**config.mk**
```make
export PLATFORM = sky130hd
export DESIGN_NAME = dynamic_budget_tracker
export DESIGN_NICKNAME = d
export VERILOG_FILES = /design/src/rtl/dynamic_budget_pkg.sv /design/src/rtl/dynamic_budget_channel.sv /design/src/rtl/dynamic_budget_tracker.sv
export SDC_FILE = /design/constraint.sdc
export NUM_CORES = 1
export LEC_CHECK = 0
export CAP_MARGIN = 40
export CORE_MARGIN = 2
export CORE_UTILIZATION = 55
export CTS_CLUSTER_SIZE = 20
export DETAILED_ROUTE_END_ITERATION = 7
export GPL_ROUTABILITY_DRIVEN = 1
export PLACE_DENSITY_LB_ADDON = 0.3
export SYNTH_ARGS = -nofsm -noshare
export SYNTH_HDL_FRONTEND = slang
export SYNTH_SLANG_ARGS = --single-unit
```
**constraint.sdc**
```tcl
create_clock -name clk_i -period 4.9 [get_ports clk_i]
set_input_delay 0.98 -clock clk_i [delete_from_list [all_inputs] [get_ports clk_i]]
set_output_delay 0.98 -clock clk_i [all_outputs]
set_load 0.03 [all_outputs]
```
**src/rtl/dynamic_budget_pkg.sv**
```systemverilog
// Shared types, default constants and helpers for the dynamic budget tracker.
package dynamic_budget_pkg;

  localparam int unsigned DefOverhead     = 5;
  localparam int unsigned DefPrescalerDiv = 2;

  // Width needed to hold an outstanding count of 0..max_txns.
  function automatic int unsigned count_width(input int unsigned max_txns);
    return $clog2(max_txns + 1);
  endfunction

  // Per-transaction cycle cost: burst beats scaled down to prescaler ticks plus fixed overhead.
  function automatic logic [31:0] cost(input logic [31:0] len,
                                       input int unsigned shift,
                                       input int unsigned overhead);
    return ((len + 32'd1) >> shift) + 32'(overhead);
  endfunction

endpackage

```
**src/rtl/dynamic_budget_channel.sv**
```systemverilog
// One channel of the budget tracker: budget accumulator, outstanding counter,
// watchdog timer and sticky timeout/error flags.
// Ports: clk_i/rst_ni clock and async active-low reset; clear_i synchronous clear;
//        tick_i shared prescaler tick; alloc_*/retire_* transaction events;
//        budget_o, outstanding_o, timer_o, timeout_o, err_o registered state.
module dynamic_budget_channel
  import dynamic_budget_pkg::*;
#(
  parameter int unsigned MaxTxns   = 8,
  parameter int unsigned LenWidth  = 8,
  parameter int unsigned AccuWidth = 16,
  parameter int unsigned ShiftAmt  = 1,
  parameter int unsigned Overhead  = DefOverhead,
  parameter int unsigned CntWidth  = count_width(MaxTxns)
) (
  input  logic                 clk_i,
  input  logic                 rst_ni,
  input  logic                 clear_i,
  input  logic                 tick_i,
  input  logic                 alloc_valid_i,
  input  logic [LenWidth-1:0]  alloc_len_i,
  input  logic                 retire_valid_i,
  input  logic [LenWidth-1:0]  retire_len_i,
  output logic [AccuWidth-1:0] budget_o,
  output logic [CntWidth-1:0]  outstanding_o,
  output logic [AccuWidth-1:0] timer_o,
  output logic                 timeout_o,
  output logic                 err_o
);

  localparam logic [CntWidth-1:0]  MaxCnt  = CntWidth'(MaxTxns);
  localparam logic [AccuWidth-1:0] AccuMax = '1;

  logic [AccuWidth-1:0] budget_q, budget_d, timer_q, timer_d;
  logic [AccuWidth-1:0] alloc_cost, retire_cost;
  logic [CntWidth-1:0]  cnt_q, cnt_d;
  logic                 timeout_q, timeout_d, err_q, err_d;
  logic                 alloc_ok, retire_ok;
  logic [AccuWidth+1:0] sum;   // two guard bits: MSB flags underflow, next flags overflow
  logic [AccuWidth:0]   tsum;

  assign alloc_cost  = AccuWidth'(cost(32'(alloc_len_i), ShiftAmt, Overhead));
  assign retire_cost = AccuWidth'(cost(32'(retire_len_i), ShiftAmt, Overhead));

  // Acceptance, saturating budget update, counter and watchdog next-state.
  always_comb begin
    retire_ok = retire_valid_i && (cnt_q != '0);
    // A same-cycle retire frees the slot, so a full channel still takes the alloc.
    alloc_ok  = alloc_valid_i && ((cnt_q != MaxCnt) || retire_ok);
    budget_d  = budget_q;
    cnt_d     = cnt_q;
    timer_d   = timer_q;
    timeout_d = timeout_q;
    err_d     = err_q;
    sum  = {2'b00, budget_q}
         + (alloc_ok  ? {2'b00, alloc_cost}  : (AccuWidth+2)'(0))
         - (retire_ok ? {2'b00, retire_cost} : (AccuWidth+2)'(0));
    tsum = {1'b0, timer_q} + {1'b0, alloc_cost};

    if (clear_i) begin
      budget_d  = '0;
      cnt_d     = '0;
      timer_d   = '0;
      timeout_d = 1'b0;
      err_d     = 1'b0;
    end else begin
      if ((alloc_valid_i && !alloc_ok) || (retire_valid_i && !retire_ok)) err_d = 1'b1;

      if (sum[AccuWidth+1]) begin
        budget_d = '0;
        err_d    = 1'b1;
      end else if (sum[AccuWidth]) begin
        budget_d = AccuMax;
        err_d    = 1'b1;
      end else begin
        budget_d = sum[AccuWidth-1:0];
      end

      cnt_d = cnt_q + CntWidth'(alloc_ok) - CntWidth'(retire_ok);

      if (retire_ok) begin
        timer_d = (cnt_d != '0) ? budget_d : '0;
      end else if (alloc_ok) begin
        timer_d = tsum[AccuWidth] ? AccuMax : tsum[AccuWidth-1:0];
      end else if (tick_i && (cnt_q != '0) && (timer_q != '0)) begin
        timer_d = timer_q - AccuWidth'(1);
        if (timer_q == AccuWidth'(1)) timeout_d = 1'b1;
      end
    end
  end

  // State registers.
  always_ff @(posedge clk_i or negedge rst_ni) begin
    if (!rst_ni) begin
      budget_q  <= '0;
      cnt_q     <= '0;
      timer_q   <= '0;
      timeout_q <= 1'b0;
      err_q     <= 1'b0;
    end else begin
      budget_q  <= budget_d;
      cnt_q     <= cnt_d;
      timer_q   <= timer_d;
      timeout_q <= timeout_d;
      err_q     <= err_d;
    end
  end

  assign budget_o      = budget_q;
  assign outstanding_o = cnt_q;
  assign timer_o       = timer_q;
  assign timeout_o     = timeout_q;
  assign err_o         = err_q;

endmodule

```
**src/rtl/dynamic_budget_tracker.sv**
```systemverilog
// Multi-channel incremental budget tracker with per-channel prescaled watchdog.
// Ports: clk_i/rst_ni clock and async active-low reset; clear_i synchronous clear;
//        alloc_valid_i/alloc_len_i and retire_valid_i/retire_len_i per-channel events;
//        budget_o, outstanding_o, timer_o, timeout_o, err_o per-channel registered state.
module dynamic_budget_tracker
  import dynamic_budget_pkg::*;
#(
  parameter int unsigned NumChannels  = 2,
  parameter int unsigned MaxTxns      = 8,
  parameter int unsigned LenWidth     = 8,
  parameter int unsigned PrescalerDiv = DefPrescalerDiv,
  parameter int unsigned Overhead     = DefOverhead,
  parameter int unsigned AccuWidth    = 16,
  localparam int unsigned CntWidth    = count_width(MaxTxns)
) (
  input  logic                                  clk_i,
  input  logic                                  rst_ni,
  input  logic                                  clear_i,
  input  logic [NumChannels-1:0]                alloc_valid_i,
  input  logic [NumChannels-1:0][LenWidth-1:0]  alloc_len_i,
  input  logic [NumChannels-1:0]                retire_valid_i,
  input  logic [NumChannels-1:0][LenWidth-1:0]  retire_len_i,
  output logic [NumChannels-1:0][AccuWidth-1:0] budget_o,
  output logic [NumChannels-1:0][CntWidth-1:0]  outstanding_o,
  output logic [NumChannels-1:0][AccuWidth-1:0] timer_o,
  output logic [NumChannels-1:0]                timeout_o,
  output logic [NumChannels-1:0]                err_o
);

  localparam int unsigned ShiftAmt = $clog2(PrescalerDiv);
  localparam int unsigned PsWidth  = (PrescalerDiv > 1) ? $clog2(PrescalerDiv) : 1;

  logic [PsWidth-1:0] ps_q, ps_d;
  logic               tick;

  // Shared free-running prescaler; wraps on the tick.
  always_comb begin
    tick = (ps_q == PsWidth'(PrescalerDiv - 1));
    ps_d = ps_q + PsWidth'(1);
    if (clear_i || tick) ps_d = '0;
  end

  always_ff @(posedge clk_i or negedge rst_ni) begin
    if (!rst_ni) ps_q <= '0;
    else         ps_q <= ps_d;
  end

  for (genvar g = 0; g < NumChannels; g++) begin : g_chan
    dynamic_budget_channel #(
      .MaxTxns   (MaxTxns),
      .LenWidth  (LenWidth),
      .AccuWidth (AccuWidth),
      .ShiftAmt  (ShiftAmt),
      .Overhead  (Overhead),
      .CntWidth  (CntWidth)
    ) u_chan (
      .clk_i          (clk_i),
      .rst_ni         (rst_ni),
      .clear_i        (clear_i),
      .tick_i         (tick),
      .alloc_valid_i  (alloc_valid_i[g]),
      .alloc_len_i    (alloc_len_i[g]),
      .retire_valid_i (retire_valid_i[g]),
      .retire_len_i   (retire_len_i[g]),
      .budget_o       (budget_o[g]),
      .outstanding_o  (outstanding_o[g]),
      .timer_o        (timer_o[g]),
      .timeout_o      (timeout_o[g]),
      .err_o          (err_o[g])
    );
  end

endmodule

```
* After elaboration in Yosys (flattened, before gate mapping) *
Cells that the tools add are included.

cells by class
  add/sub/neg operators = 21
  equal/unequal tests = 8
  multiplexer cells = 43
  reduce and logical (&&, ||, !) cells = 37

operators with widths
  cell                     count
  $mux W16                 22
  $add A16 B3 Y16 const B  4
  $add A16 B18 Y18         2
  $add A8 B1 Y9 const B    4
  $sub A18 B18 Y18         2
  $add A16 B16 Y17         2
  $eq A16 B1 Y1 const B    2
  $reduce_bool A16 Y1      2
  $reduce_bool A4 Y1       8
  $sub A16 B1 Y16 const B  2
  $mux W1                  19
  $logic_and A1 B1 Y1      12
  $add A4 B1 Y4            2
  $mux W4                  2
  $ne A2 B2 Y1 const B     4
  $ne A4 B4 Y1 const B     2
  $reduce_and A4 Y1        2
  $reduce_bool A2 Y1       4
  $sub A4 B1 Y4            2
  $logic_or A1 B1 Y1       5
  $logic_not A1 Y1         4
  $add A1 B1 Y1 const B    1

storage, ports and cells
  register bits after elaboration = 77
  input port bits = 39
  output and inout port bits = 76
  logic and storage cells = 120

* Longest topological paths before layout *
  word-level depth = 12
  mapped depth = 21
  gate-level depth less buffers = 20

* Hierarchy *
A second synthesis with hierarchy kept.

unflattened totals
  cell total of the unflattened synthesis = 1097
  area, all modules = 8712.1 um^2

by module, submodules not included
  module                                      times used  cells each  area an instance (um^2)  seq. area each (um^2)
  dynamic_budget_channel at g_chan[1].u_chan  1           560         4386.7                   950.9
  dynamic_budget_channel at g_chan[0].u_chan  1           535         4296.6                   950.9
  dynamic_budget_tracker                      1           2           28.8                     25.0

* Least setup slack after synthesis *
Ideal clock, no wire load.

  path type = in2reg
  start point = input port retire_len_i[8] (netlist name)
  end point = register g_chan[1].u_chan.timer_q[10]
  library setup time = 0.064 ns
  data arrival time = 4.789 ns
  required time = 4.836 ns
  path slack = 0.047 ns
  stages = 19
  buffers on the path = 0
  cells stage by stage = ha_1 xor2_1 ha_1 nor2_1 nor2_1 maj3_1 nand2_1 xor2_1 nor2_1 fa_1 inv_1 ha_1 nand4_1 or2_2 o311ai_2 o41a_1 o21ai_0 a221oi_1 a21o_1

on the way
  cells in the longest elaborated chain, start to end = 9

ends and longest elaborated chain
  element               RTL line                       text
  start, declared       dynamic_budget_tracker.sv:22   input logic [NumChannels-1:0][LenWidth-1:0] retire_len_i,
  $add A8 B1 Y9 *       dynamic_budget_pkg.sv:16       return ((len + 32'd1) >> shift) + 32'(overhead);
  $add A16 B3 Y16 *     dynamic_budget_pkg.sv:16
  $mux W16 *            dynamic_budget_channel.sv:57   - (retire_ok ? {2'b00, retire_cost} : (AccuWidth+2)'(0));
  $sub A18 B18 Y18 *    dynamic_budget_channel.sv:57
  $mux W16              dynamic_budget_channel.sv:72   end else if (sum[AccuWidth]) begin
  $mux W16 *            dynamic_budget_channel.sv:69   if (sum[AccuWidth+1]) begin
  $mux W16 *            dynamic_budget_channel.sv:82   timer_d = (cnt_d != '0) ? budget_d : '0;
  $mux W16 *            dynamic_budget_channel.sv:81   if (retire_ok) begin
  $mux W16 *            dynamic_budget_channel.sv:60   if (clear_i) begin
  end signal, assigned  dynamic_budget_channel.sv:103  timer_q <= timer_d;
  end, declared         dynamic_budget_channel.sv:34   logic [AccuWidth-1:0] budget_q, budget_d, timer_q, timer_d;

Mark *: on every way between the ends. The rest lies on a longest branch, timed or not.
A chain may end at the register's enable or synchronous reset.

* Worst setup path in the final report *
  start point = input port retire_len_i[4] (netlist name)
  end point = register g_chan[0].u_chan.timer_q[3]

on the way
  cells in the longest elaborated chain, start to end = 9

ends and longest elaborated chain
  element               RTL line
  $add A8 B1 Y9 *       dynamic_budget_pkg.sv:16
  $add A16 B3 Y16 *     dynamic_budget_pkg.sv:16
  $mux W16 *            dynamic_budget_channel.sv:57
  $sub A18 B18 Y18 *    dynamic_budget_channel.sv:57
  $mux W16              dynamic_budget_channel.sv:72
  $mux W16 *            dynamic_budget_channel.sv:69
  $mux W16 *            dynamic_budget_channel.sv:82
  $mux W16 *            dynamic_budget_channel.sv:81
  $mux W16 *            dynamic_budget_channel.sv:60
  end signal, assigned  dynamic_budget_channel.sv:103
  end, declared         dynamic_budget_channel.sv:34

Marked as above.

==> impl_metrics.csv <==
group,metric,value,unit
status,outcome,"completed",
placed_design,dpl_cell_area,11190,µm²
clock_network,cts_buffers,9,
routing,vias_per_cell,6.016,
sta,max_freq,207.1,MHz
worst_setup_path,arrival,5090,ps
worst_setup_path,setup.worst_path.class,"input pin to flip-flop",
routing,drt_iter0_markers,927,
sta,worst_slew_pin_slew,853.1,ps
final_layout,syn2layout_area_growth,38.61,%
power,seqPwrFrac,12.4,%
synth,synthCells,1109,
clock_network,postCtsHoldBufs,0,
grt,grt_usage,33.52,%
placed_design,place_ws,-704.8,ps
grt,antenna_found_initial,0,
worst_setup_path,crit_path_end_kind,"flip-flop",
power,p_int,4.915,mW
sta,slew_headroom,43.13,%
final_layout,drive_gt1_share,21.74,%
floorplan,dieArea,16950,µm²
final_layout,design_area,12140,µm²
sta,clock_skew,6.713,ps
min_path,hp-class,"flip-flop to flip-flop",
placed_design,port_buffers,114,
worst_setup_path,cpLargestDelayFamily,"simple AND/OR/NAND/NOR gates",
floorplan,die_width,130.2,µm
sta,finalSetupViolations,0,
floorplan,start_util,55.74,%
placed_design,dp_hpwl,21180,µm
routing,firstDrtPassIters,6,
floorplan,top_level_ports,115,
grt,grt_remaining_overflow,0,
routing,routed_wl,29540,µm
worst_setup_path,cp_max_fo,7,
floorplan,core-area,15710,µm²
routing,wl_per_cell,18.60,µm
grt,grt_pass1_wl,44570,µm
sta,fin_crit,4829,ps
power,ir_drop,0.0006310,V
sta,finalHoldViolations,0,
worst_setup_path,critPathBufInv,4,
clock_network,htree_levels,3,
worst_setup_path,worst_path_max_delay_cell,"fa_1",
worst_setup_path,cp.required,5160,ps
synth,synthesis.area,8758,µm²
routing,via_count,9553,
clock_network,root_buffer,"clkbuf_16",
final_layout,nNetsFinal,1505,
clock_network,clk_pin_slew,60,ps
power,swShare,51.61,%
worst_setup_path,cp_cell_sequence,"clkdlybuf4s50_1 > and3_4 > buf_4 > nand3_2 > xor2_2 > xor2_1 > nor2_1 > fa_1 > inv_1 > ha_4 > buf_4 > o211a_1 > o31a_1 > o21a_2 > nor4_4 > or3_4 > and2_4 > o21a_1 > o311ai_1",
routing,drt.antenna.violating_nets,0,
power,power_switching,5.242,mW
placed_design,gp_congestion,0.9703,
floorplan,num_rows,46,
synth,synth_edf_count,0,
sta,finalSetupTns,0,ps
clock_network,clk_latency,360,ps
worst_setup_path,critical_path.startpoint_type,"input pin",
clock_network,clockBufferDepth,2,
job,drv_cap,0,
power,leakagePower,5.599,nW
floorplan,die_h,130.2,µm
grt,grt_max_degree,50,
synth,avgSynthCellArea,7.898,µm²
worst_setup_path,cp_slowest_stage_delay,500,ps
power,power.density,836.6,nW/µm²
synth,synthFlopType,"dfrtp_1",
sta,slew_viol_final,0,
final_layout,final_util,77.27,%
sta,post-route-period-util,98.55,%
sta,worst_slack,70.95,ps
routing,drc_errors,0,
synth,synth_warnings,0,
synth,ys_ff_latch,77,
worst_setup_path,critPathMostFrequentCell,"buf_4",
grt,grt_pass1_vias,8793,
power,clkPwrFrac,6.8,%
power,p_comb_share,80.8,%
clock_network,cts_sinks,77,
synth,yosys.cell_types.count,83,
synth,ys_async_sr_fraction,100.0,%
clock_network,cts_tree,"yes",
synth,seq_area_frac_synth,22.00,%
==> metal layers <==
layer / vias up / track usage [%] / part of all wire (%) / wire [µm]
met5: - / 0 / 0 / 0
met3: 85 / 6.970 / 10 / 3021
li1: 4410 / - / - / -
met2: 533 / 50.72 / 45 / 13340
met1: 4525 / 48.84 / 42 / 12330
met4: 0 / 8.855 / 2.9 / 850
==> path summary, 6_finish.rpt <==
kind | start | to | slack [ps] | cells after the start
setup reg to reg | g_chan[0].u_chan.outstanding_o[2] | g_chan[0].u_chan.timer_o[3] | 400 | 18
min in group asynchronous | rst_ni | g_chan[0].u_chan.budget_o[6] | 680 | 1
max in group asynchronous | rst_ni | g_chan[0].u_chan.timer_o[13] | 3340 | 2
hold / removal | g_chan[1].u_chan.timeout_o | g_chan[1].u_chan.timeout_o | 510 | 2
hold reg to reg | g_chan[1].u_chan.timeout_o | g_chan[1].u_chan.timeout_o | 510 | 2
setup / recovery | retire_len_i[4] | g_chan[0].u_chan.timer_o[3] | 70 | 19
==> cells in the mapped netlist, drive strengths merged, types with 5 or more instances <==
cell	number	share of area [%]
nor2	115	5.0
inv	108	4.6
nand2	95	4.1
ha	78	11
dfrtp	77	22
o21ai	75	4.5
a21oi	73	4.2
xnor2	63	6.3
xor2	41	4.1
nand3	32	1.8
nor3	30	1.7
clkbuf	26	1.1
a21o	25	2.2
fa	22	5.0
a221oi	19	1.9
buf	19	1.5
o21a	15	1.3
a211oi	12	1.0
and2	12	0.86
and3	12	0.86
nor2b	12	0.86
a22oi	9	0.77
nand4	9	0.64
nor4	9	0.71
a31oi	8	0.57
nand2b	8	0.57
o211ai	8	0.69
or3	8	0.57
a22o	5	0.50
a32oi	5	0.50
o21bai	5	0.43
or2	5	0.36
==> sequential cells by signal, summed over array words and instances, names as in the netlist <==
signal	count
g_chan.u_chan.timeout_o	2
g_chan.u_chan.outstanding_o	8
g_chan.u_chan.budget_o	32
g_chan.u_chan.timer_o	32
ps_q	1
g_chan.u_chan.err_o	2
==> through the flow <==
step / hold WS (ps) / total power [mW] / std cells
2_1_floorplan: 456.0 / 5.658 / 1113
3_3_place_gp: 495.8 / 8.342 / 1560
3_5_place_dp: 498.3 / 8.487 / 1560
4_1_cts: 511.4 / 9.456 / 1580
5_1_grt: 551.7 / 10.87 / 1587
6_report: 505.5 / 10.16 / 1588
==> logic make-up after synthesis <==
logic type	Yosys count	synth area share, %
mux	3	0.3429
simple gates	365	19.90
compound gates	303	23.66
fa+ha+maj	101	16.29
buf+inv	154	7.329
flops	77	22.00
xor+xnor	104	10.40
other cells	2	0.08575
==> layout make-up <==
cell class	count	area [µm²]
multi-input combinational	882	6740
fill	1034	3572
timing repair buffer	287	2497
sequential	77	1927
inverter	109	409.1
tap	216	270.3
clock buffer	12	246.5
clock inverter	4	47.55
antenna	1	2.502
==> worst register-to-register path, stage by stage, from the launching register on <==
cell	delay, ps
dfrtp_1	400
inv_1	120
ha_1	190
or3b_1	450
nand2_1	140
inv_2	60
o21ai_4	150
inv_2	100
nand2_1	100
fa_1	460
fa_1	490
nor2b_2	170
o31a_1	210
o21a_2	220
nor4_4	70
or3_4	440
and2_4	190
o21a_1	170
o311ai_1	280
==> layout by cell type, fill, tap and decap left out, drive strengths merged, types with 63 or more instances in the layout <==
cell / netlist / routed
nor2: 115 / 115
nand2: 95 / 95
o21ai: 75 / 75
xnor2: 63 / 63
inv: 108 / 108
clkdlybuf4s50: 0 / 96
a21oi: 73 / 73
dfrtp: 77 / 77
ha: 78 / 78
buf: 19 / 174
==> what timing repair did <==
item / in CTS / in global routing
setup endpoints to repair: 60 / 66
pin swaps: 23 / 47
gates resized for setup: 42 / 91
cloned: 0 / 0
buffers inserted: 4 / 7
==> power groups by stage <==
stage                     Clock [mW]  Sequential [mW]  Combinational, mW
after floorplan                    0             1.50               4.16
after global placement             0             1.25               7.09
after detailed placement           0             1.25               7.23
after CTS                      0.686             1.25               7.52
after global routing           0.712             1.29               8.86
final                          0.691             1.26               8.20
Power figures use the tool's default switching activity.
